==> config.mk <==
export PLATFORM = sky130hd
export DESIGN_NAME = bp_gshare_btb_flat
export DESIGN_NICKNAME = d
export VERILOG_FILES = /design/src/rtl/bp_gshare_btb_pkg.sv /design/src/rtl/bp_gshare_btb_if.sv /design/src/rtl/bp_gshare_btb_btb.sv /design/src/rtl/bp_gshare_btb.sv /design/src/flat_wrapper.sv
export SDC_FILE = /design/constraint.sdc
export NUM_CORES = 2
export LEC_CHECK = 0
export ABC_AREA = 1
export BUFFER_PORTS_ARGS = -buffer_cell sky130_fd_sc_hd__buf_4
export CAP_MARGIN = 20
export CORE_MARGIN = 10
export CORE_UTILIZATION = 50
export CTS_CLUSTER_DIAMETER = 200
export CTS_CLUSTER_SIZE = 8
export DETAILED_ROUTE_END_ITERATION = 7
export PLACE_DENSITY_LB_ADDON = 0.12
export RECOVER_POWER = 25
export SYNTH_ARGS = -nofsm -noshare
export SYNTH_HDL_FRONTEND = slang
export SYNTH_SLANG_ARGS = --single-unit
==> constraint.sdc <==
create_clock -name clk -period 8.3 [get_ports clk]
set_input_delay 0 -clock clk [delete_from_list [all_inputs] [get_ports clk]]
set_output_delay 0 -clock clk [all_outputs]
set_load 0.01 [all_outputs]
==> src/rtl/bp_gshare_btb_pkg.sv <==
// Shared types and constants for the gshare/bimodal branch predictor with BTB.
// Entry struct uses the default widths; bp_gshare_btb passes a width-matched twin to bp_btb.
package bp_pkg;

  typedef enum logic {
    BP_BIMODAL = 1'b0,
    BP_GSHARE  = 1'b1
  } bp_mode_e;

  typedef enum logic {
    INIT  = 1'b0,
    READY = 1'b1
  } bp_state_e;

  typedef logic [1:0] bp_cnt_t;

  localparam int unsigned BP_XLEN_DEF  = 32;
  localparam int unsigned BP_TAG_W_DEF = 8;

  typedef struct packed {
    logic                    valid;
    logic [BP_TAG_W_DEF-1:0] tag;
    logic [BP_XLEN_DEF-1:0]  target;
  } bp_btb_entry_t;

  localparam bp_cnt_t BP_CNT_INIT = 2'b01;

  function automatic bp_cnt_t bp_cnt_next(input bp_cnt_t c, input logic taken);
    if (taken) return (c == 2'b11) ? c : c + 2'b01;
    return (c == 2'b00) ? c : c - 2'b01;
  endfunction

endpackage

==> src/rtl/bp_gshare_btb_if.sv <==
// Prediction request/response and branch resolution bus between IFU/EXU and predictor.
interface bp_gshare_btb_if #(
    parameter int unsigned XLEN  = 32,
    parameter int unsigned GHR_W = 6
);
  logic             lookup_valid;
  logic [XLEN-1:0]  lookup_pc;
  logic             pred_valid;
  logic             pred_taken;
  logic [XLEN-1:0]  pred_target;
  logic [GHR_W-1:0] pred_ghr;
  logic             upd_valid;
  logic [XLEN-1:0]  upd_pc;
  logic             upd_taken;
  logic [XLEN-1:0]  upd_target;
  logic [GHR_W-1:0] upd_ghr;
  logic             upd_mispredict;
  logic             ready;

  modport master (
    output lookup_valid, lookup_pc,
    output upd_valid, upd_pc, upd_taken, upd_target, upd_ghr, upd_mispredict,
    input  pred_valid, pred_taken, pred_target, pred_ghr, ready
  );

  modport slave (
    input  lookup_valid, lookup_pc,
    input  upd_valid, upd_pc, upd_taken, upd_target, upd_ghr, upd_mispredict,
    output pred_valid, pred_taken, pred_target, pred_ghr, ready
  );
endinterface

==> src/rtl/bp_gshare_btb_btb.sv <==
// Branch target buffer array: valid/tag/target per index, async read, one sync write port.
module bp_btb
  import bp_pkg::*;
#(
    parameter int unsigned IDX_W   = 6,
    parameter type         entry_t = bp_btb_entry_t
) (
    input  logic             clk,
    input  logic [IDX_W-1:0] raddr,
    output entry_t           rdata,
    input  logic             we,
    input  logic [IDX_W-1:0] waddr,
    input  entry_t           wdata
);

  entry_t mem [2**IDX_W];

  always_ff @(posedge clk) begin
    if (we) mem[waddr] <= wdata;
  end

  assign rdata = mem[raddr];

endmodule

==> src/rtl/bp_gshare_btb.sv <==
// Gshare/bimodal direction predictor with BTB: 2-bit counters, speculative GHR,
// init sweep after reset, one-cycle registered prediction.
module bp_gshare_btb
  import bp_pkg::*;
#(
    parameter int unsigned XLEN  = 32,
    parameter int unsigned IDX_W = 6,
    parameter int unsigned TAG_W = 8,
    parameter int unsigned GHR_W = 6,
    parameter bp_mode_e    MODE  = BP_GSHARE
) (
    input logic            clk,
    input logic            rst_n,
    bp_gshare_btb_if.slave bus
);

  localparam int unsigned ENTRIES = 2**IDX_W;
  localparam int unsigned HIST_W  = (GHR_W < IDX_W) ? GHR_W : IDX_W;

  typedef struct packed {
    logic             valid;
    logic [TAG_W-1:0] tag;
    logic [XLEN-1:0]  target;
  } entry_t;

  // History folded into the index: zero-extended or truncated; ignored in bimodal mode.
  function automatic logic [IDX_W-1:0] fold_hist(input logic [GHR_W-1:0] g);
    logic [IDX_W-1:0] h;
    h = '0;
    if (MODE == BP_GSHARE) h[HIST_W-1:0] = g[HIST_W-1:0];
    return h;
  endfunction

  bp_state_e        state_q, state_d;
  logic [IDX_W-1:0] init_idx_q, init_idx_d;
  logic [GHR_W-1:0] ghr_q, ghr_d;
  bp_cnt_t          cnt_q [ENTRIES];

  logic             pred_valid_q, pred_taken_q;
  logic [XLEN-1:0]  pred_target_q;
  logic [GHR_W-1:0] pred_ghr_q;

  logic             look_acc, upd_acc, look_hit, look_taken, btb_we;
  logic [IDX_W-1:0] look_idx, upd_idx, btb_waddr;
  logic [TAG_W-1:0] look_tag, upd_tag;
  logic [XLEN-1:0]  look_target;
  entry_t           look_entry, btb_wdata;
  logic             unused_upd_pc_bits;

  assign look_acc = (state_q == READY) && bus.lookup_valid;
  assign upd_acc  = (state_q == READY) && bus.upd_valid;

  assign look_idx = bus.lookup_pc[IDX_W+1:2] ^ fold_hist(ghr_q);
  assign upd_idx  = bus.upd_pc[IDX_W+1:2] ^ fold_hist(bus.upd_ghr);
  assign look_tag = bus.lookup_pc[IDX_W+TAG_W+1:IDX_W+2];
  assign upd_tag  = bus.upd_pc[IDX_W+TAG_W+1:IDX_W+2];

  assign unused_upd_pc_bits = ^{bus.upd_pc[XLEN-1:IDX_W+TAG_W+2], bus.upd_pc[1:0]};

  bp_btb #(
    .IDX_W   (IDX_W),
    .entry_t (entry_t)
  ) u_btb (
    .clk   (clk),
    .raddr (look_idx),
    .rdata (look_entry),
    .we    (btb_we),
    .waddr (btb_waddr),
    .wdata (btb_wdata)
  );

  assign look_hit    = look_entry.valid && (look_entry.tag == look_tag);
  assign look_taken  = look_hit && cnt_q[look_idx][1];
  assign look_target = look_taken ? look_entry.target : bus.lookup_pc + XLEN'(4);

  // The sweep owns the BTB write port until READY; afterwards only taken updates write.
  always_comb begin
    btb_we    = 1'b0;
    btb_waddr = upd_idx;
    btb_wdata = '0;
    if (rst_n) begin
      if (state_q == INIT) begin
        btb_we    = 1'b1;
        btb_waddr = init_idx_q;
      end else if (upd_acc && bus.upd_taken) begin
        btb_we    = 1'b1;
        btb_wdata = '{valid: 1'b1, tag: upd_tag, target: bus.upd_target};
      end
    end
  end

  always_comb begin
    state_d    = state_q;
    init_idx_d = init_idx_q;
    case (state_q)
      INIT: begin
        init_idx_d = init_idx_q + 1'b1;
        if (init_idx_q == '1) state_d = READY;
      end
      READY: ;
      default: state_d = INIT;
    endcase
  end

  // A mispredict repair takes priority over the speculative shift of the same cycle.
  always_comb begin
    ghr_d = ghr_q;
    if (look_acc) ghr_d = {ghr_q[GHR_W-2:0], look_taken};
    if (upd_acc && bus.upd_mispredict) ghr_d = {bus.upd_ghr[GHR_W-2:0], bus.upd_taken};
  end

  always_ff @(posedge clk) begin
    if (!rst_n) begin
      state_q       <= INIT;
      init_idx_q    <= '0;
      ghr_q         <= '0;
      pred_valid_q  <= 1'b0;
      pred_taken_q  <= 1'b0;
      pred_target_q <= '0;
      pred_ghr_q    <= '0;
    end else begin
      state_q      <= state_d;
      init_idx_q   <= init_idx_d;
      ghr_q        <= ghr_d;
      pred_valid_q <= look_acc;
      if (look_acc) begin
        pred_taken_q  <= look_taken;
        pred_target_q <= look_target;
        pred_ghr_q    <= ghr_q;
      end
    end
  end

  always_ff @(posedge clk) begin
    if (rst_n) begin
      if (state_q == INIT) cnt_q[init_idx_q] <= BP_CNT_INIT;
      else if (upd_acc) cnt_q[upd_idx] <= bp_cnt_next(cnt_q[upd_idx], bus.upd_taken);
    end
  end

  assign bus.pred_valid  = pred_valid_q;
  assign bus.pred_taken  = pred_taken_q;
  assign bus.pred_target = pred_target_q;
  assign bus.pred_ghr    = pred_ghr_q;
  assign bus.ready       = (state_q == READY);

endmodule

==> src/flat_wrapper.sv <==
// flat-port wrapper written by rule: the top's interface ports become plain ports
module bp_gshare_btb_flat import bp_pkg::*;
#(
    parameter int unsigned XLEN  = 32,
    parameter int unsigned IDX_W = 6,
    parameter int unsigned TAG_W = 8,
    parameter int unsigned GHR_W = 6,
    parameter bp_mode_e    MODE  = BP_GSHARE
)
  (clk, rst_n, bus_lookup_valid, bus_lookup_pc, bus_upd_valid, bus_upd_pc, bus_upd_taken, bus_upd_target, bus_upd_ghr, bus_upd_mispredict, bus_pred_valid, bus_pred_taken, bus_pred_target, bus_pred_ghr, bus_ready);
  bp_gshare_btb_if #(.XLEN(XLEN), .GHR_W(GHR_W)) bus_i ();
  input logic clk;
  input logic rst_n;
  input wire logic [$bits(bus_i.lookup_valid)-1:0] bus_lookup_valid;
  input wire logic [$bits(bus_i.lookup_pc)-1:0] bus_lookup_pc;
  input wire logic [$bits(bus_i.upd_valid)-1:0] bus_upd_valid;
  input wire logic [$bits(bus_i.upd_pc)-1:0] bus_upd_pc;
  input wire logic [$bits(bus_i.upd_taken)-1:0] bus_upd_taken;
  input wire logic [$bits(bus_i.upd_target)-1:0] bus_upd_target;
  input wire logic [$bits(bus_i.upd_ghr)-1:0] bus_upd_ghr;
  input wire logic [$bits(bus_i.upd_mispredict)-1:0] bus_upd_mispredict;
  output wire logic [$bits(bus_i.pred_valid)-1:0] bus_pred_valid;
  output wire logic [$bits(bus_i.pred_taken)-1:0] bus_pred_taken;
  output wire logic [$bits(bus_i.pred_target)-1:0] bus_pred_target;
  output wire logic [$bits(bus_i.pred_ghr)-1:0] bus_pred_ghr;
  output wire logic [$bits(bus_i.ready)-1:0] bus_ready;
  assign bus_i.lookup_valid = bus_lookup_valid;
  assign bus_i.lookup_pc = bus_lookup_pc;
  assign bus_i.upd_valid = bus_upd_valid;
  assign bus_i.upd_pc = bus_upd_pc;
  assign bus_i.upd_taken = bus_upd_taken;
  assign bus_i.upd_target = bus_upd_target;
  assign bus_i.upd_ghr = bus_upd_ghr;
  assign bus_i.upd_mispredict = bus_upd_mispredict;
  assign bus_pred_valid = bus_i.pred_valid;
  assign bus_pred_taken = bus_i.pred_taken;
  assign bus_pred_target = bus_i.pred_target;
  assign bus_pred_ghr = bus_i.pred_ghr;
  assign bus_ready = bus_i.ready;
  bp_gshare_btb #(.XLEN(XLEN), .IDX_W(IDX_W), .TAG_W(TAG_W), .GHR_W(GHR_W), .MODE(MODE)) u_core (.clk(clk), .rst_n(rst_n), .bus(bus_i));
endmodule
==> impl_metrics.yaml <==
pwr:
  pwr_density_cell_nw_per_um2: 237
  p_comb_share_pct: 5.8
  p_leak_uw: 0.0490
  switching_share_pct: 21.8
  p_int_uw: 24500
  ir_worst_vdd_mv: 0.203
  pwr-share-clk_pct: 45.0
  share_seq_of_total_power_pct: 49.1
  power.switching_uw: 6850
grt:
  grt_use_total_pct: 27.3
  grt_overflow_total: 0
  grt_pass1_vias: 73600
  grt_first_pass_wirelength_mm: 509
  grt_max_degree: 206
  antenna_found_initial: 13
synthesis:
  synth_nets: 9463
  synth_edf_count: 2752
  post_synth_mux_area_share_pct: 0
  avgSynthCellArea_um2: 12.3
  synth_top_area_share_pct: 71.7
  ys_top_cells_by_area: "edfxtp_1, nor2_1, o21ai_0"
  dominantRegCellSynth: "edfxtp_1"
  synth_top_family_by_area: "simple AND/OR/NAND/NOR gates"
  syn_inst: 9353
  synth_compound_area_share_pct: 9.40
  synth-adder-area-share_pct: 0.0304
  synth_xor_area_share_pct: 0.303
  synth_largest_area_cell: "edfxtp_1"
  yosys.area_share.simple_pct: 13.7
  yosys_warnings: 0
  yosys_register_bits: 2805
  synth.top_cells.by_count: "edfxtp_1, nor2_1, nand2_1, o21ai_0, nand3_1"
  yosysSeqAreaShare_pct: 72.6
  ys_types: 42
  syn_area_um2: 115000
  synth.most_common_cell: "edfxtp_1"
  async_flop_share_pct: 0
worst_setup_path:
  cp_num_buf_inv: 6
  worst_ep_required_time_ns: 8.85
  critPathSlowestCell: "clkinvlp_2"
  crit_family: "buffers and inverters"
  cp-end-kind: "flop"
  r2r-start: "u_core.bus.ready"
  critPathLaunch: "rst_n"
  max_stage_delay_ns: 2.31
  crit_path_end: "u_core.u_btb.mem[58][29]"
  reg2reg_slack_ns: 1.96
  crit_fanout: 64
  critPathMostFrequentCell: "nor2_1"
  r2r_end: "u_core.u_btb.mem[58][29]"
  crit_path_start_kind: "input port"
  crit_cells: 9
  critPathKind: "input port to flop"
  cp_cell_sequence: "dlygate4sd3_1 -> clkbuf_1 -> inv_1 -> nor2_1 -> inv_1 -> nor2_1 -> clkinvlp_2 -> nor2_1 -> clkbuf_2"
  critPathArrivalTime_ns: 7.02
  rr_worst_depth: 7
die:
  dieArea_um2: 250000
  core_area_um2: 230000
  die_w_um: 500
  fp-row-count: 176
  pin_count: 149
  start_util_pct: 50.2
  die_h_um: 500
min_path:
  hold_class: "input port to flop"
  min-delay-start: "bus_upd_target[2]"
clock_network:
  cts.sinks: 2805
  ctsHoldBuffers: 156
  cts_tree: "done"
  cts_made_buffers: 400
  h-tree-depth: 5
  postCtsSetupBuffers: 0
  clockRootBuffer: "clkbuf_16"
  worstSkewPairLatency_ns: 0.97
  clkTransAtPathRegs_ns: 0.05
  cts.path.max_buffers: 4
  cts_resized: 0
drt:
  wl_per_cell_um: 27.7
  drt_first_pass_iters: 6
  drc: 0
  routed_wl_mm: 353
  drtIter0Drc: 9251
  ant_nets: 0
  vias: 77400
  avgViaCountPerCell: 6.09
timing:
  clock_skew_ns: 0.0465
  setup_viol_count_final: 0
  tns_ns: 0
  final.min_clock_period_ns: 6.47
  finalHoldViolCount: 0
  timing.hold.ws_ns: 0.0410
  finalCritPeriodShare_pct: 77.9
  tightest_slew_ns: 3.03
  report.final.slew_viol_count: 227
  fmax_mhz: 155
  finalWorstSetupSlack_ns: 1.83
  slew_headroom_pct: -103
  rsz0062_at_grt: "false"
cells_and_area:
  seq_area_um2: 83700
  stdcell_area_um2: 132000
  area_delta_synth_final_pct: 14.8
  stdcell_count: 12700
  n_fill_cell: 18300
  multi_input_area_um2: 27800
  nets: 9725
  drive_gt1_share_pct: 12.2
placement:
  place_area_um2: 120000
  dp_hpwl_mm: 183
  gp_congestion: 0.818
  dp_cells: 12100
  dp_slack_ns: 3.09
  portBuffers: 130
run_status:
  outcome: "complete, but fails checks"
  violations: "capacitance limit, slew limit"
flow_run:
  cap_viol_max_count: 5
## through the flow
| stage | util, % | power (uW) |
|---|---|---|
| after floorplan | - | 16800 |
| after global placement | 52.2 | 17400 |
| after detailed placement | 52.3 | 17400 |
| after CTS | 57.6 | 31500 |
| after global routing | 57.6 | 32300 |
| final | 57.6 | 31400 |
## cell type report
type | count | area share (%)
diodes | 6 | 0.0113
inverters | 488 | 1.40
clock buffers | 467 | 7.84
well taps | 3026 | 2.86
clock inverters | 7 | 0.0634
repair buffers | 496 | 3.51
flip-flops and latches | 2805 | 63.3
multi-input cells | 5424 | 21.0
## worst reg2reg max path, delay by kind of cell (launching register included)
| kind | cells | cell delay (ns) |
|---|---|---|
| AND/OR/NAND/NOR | 4 | 1.70 |
| buffers and inverters | 3 | 3.65 |
| flip-flops | 1 | 0.55 |
## layout by cell type (no fill, tap or decap), drive strengths merged, types with 122 or more instances in the layout
master	n
nand2	1074
clkbuf	513
buf	294
dlygate4sd3	156
o32ai	199
nand3	916
edfxtp	2752
o22ai	230
inv	488
o221ai	122
nor2	1255
or2	347
o21ai	944
o211ai	165
## sequential cells by signal, summed over array words and instances, names as in the netlist
signal	cells
u_core.bus.pred_ghr	6
u_core.bus.pred_taken	1
u_core.bus.pred_target	32
u_core.bus.pred_valid	1
u_core.bus.ready	1
u_core.cnt_q	128
u_core.ghr_q	6
u_core.init_idx_q	6
u_core.u_btb.mem	2624
## layer usage
| layer | GRT usage (%) | wire length (um) |
|---|---|---|
| met5 | 0 | 31 |
| met4 | 10.8 | 14700 |
| met2 | 43.3 | 164000 |
| met3 | 4.84 | 31000 |
| met1 | 37.7 | 143000 |
## worst min path at each step
| stage | end | depth (start not counted) | slack [ns] |
|---|---|---|---|
| 2_1_floorplan | u_core.bus.pred_ghr[5] | 2 | 0.14 |
| 3_3_place_gp | u_core.init_idx_q[5] | 3 | 0.31 |
| 3_5_place_dp | u_core.init_idx_q[5] | 3 | 0.32 |
| 4_1_cts | u_core.u_btb.mem[29][1] | 4 | 0.002 |
| 5_1_grt | u_core.u_btb.mem[29][1] | 4 | 0.05 |
| 6_report | u_core.u_btb.mem[25][2] | 4 | 0.04 |
## power by group through the flow
| stage | Sequential [uW] | Combinational, uW | Clock [uW] |
|---|---|---|---|
| 4_1_cts | 15400 | 1810 | 14300 |
| 5_1_grt | 15400 | 1970 | 14900 |
| 3_5_place_dp | 15700 | 1750 | 0 |
| 6_report | 15400 | 1830 | 14100 |
| 3_3_place_gp | 15700 | 1720 | 0 |
| 2_1_floorplan | 15700 | 1100 | 0 |
## cells by family (layout without fill, tap and decap cells)
group | count (synthesis) | count (layout)
xor gates and xnor gates | 39 | 39
other | 0 | 6
DFF | 2805 | 2805
buffers and inverters | 1124 | 1458
adders and majority gates | 3 | 3
and+or+nand+nor | 3634 | 3634
AOI/OAI and AO/OA | 1748 | 1748
Power figures use the tool's default switching activity.
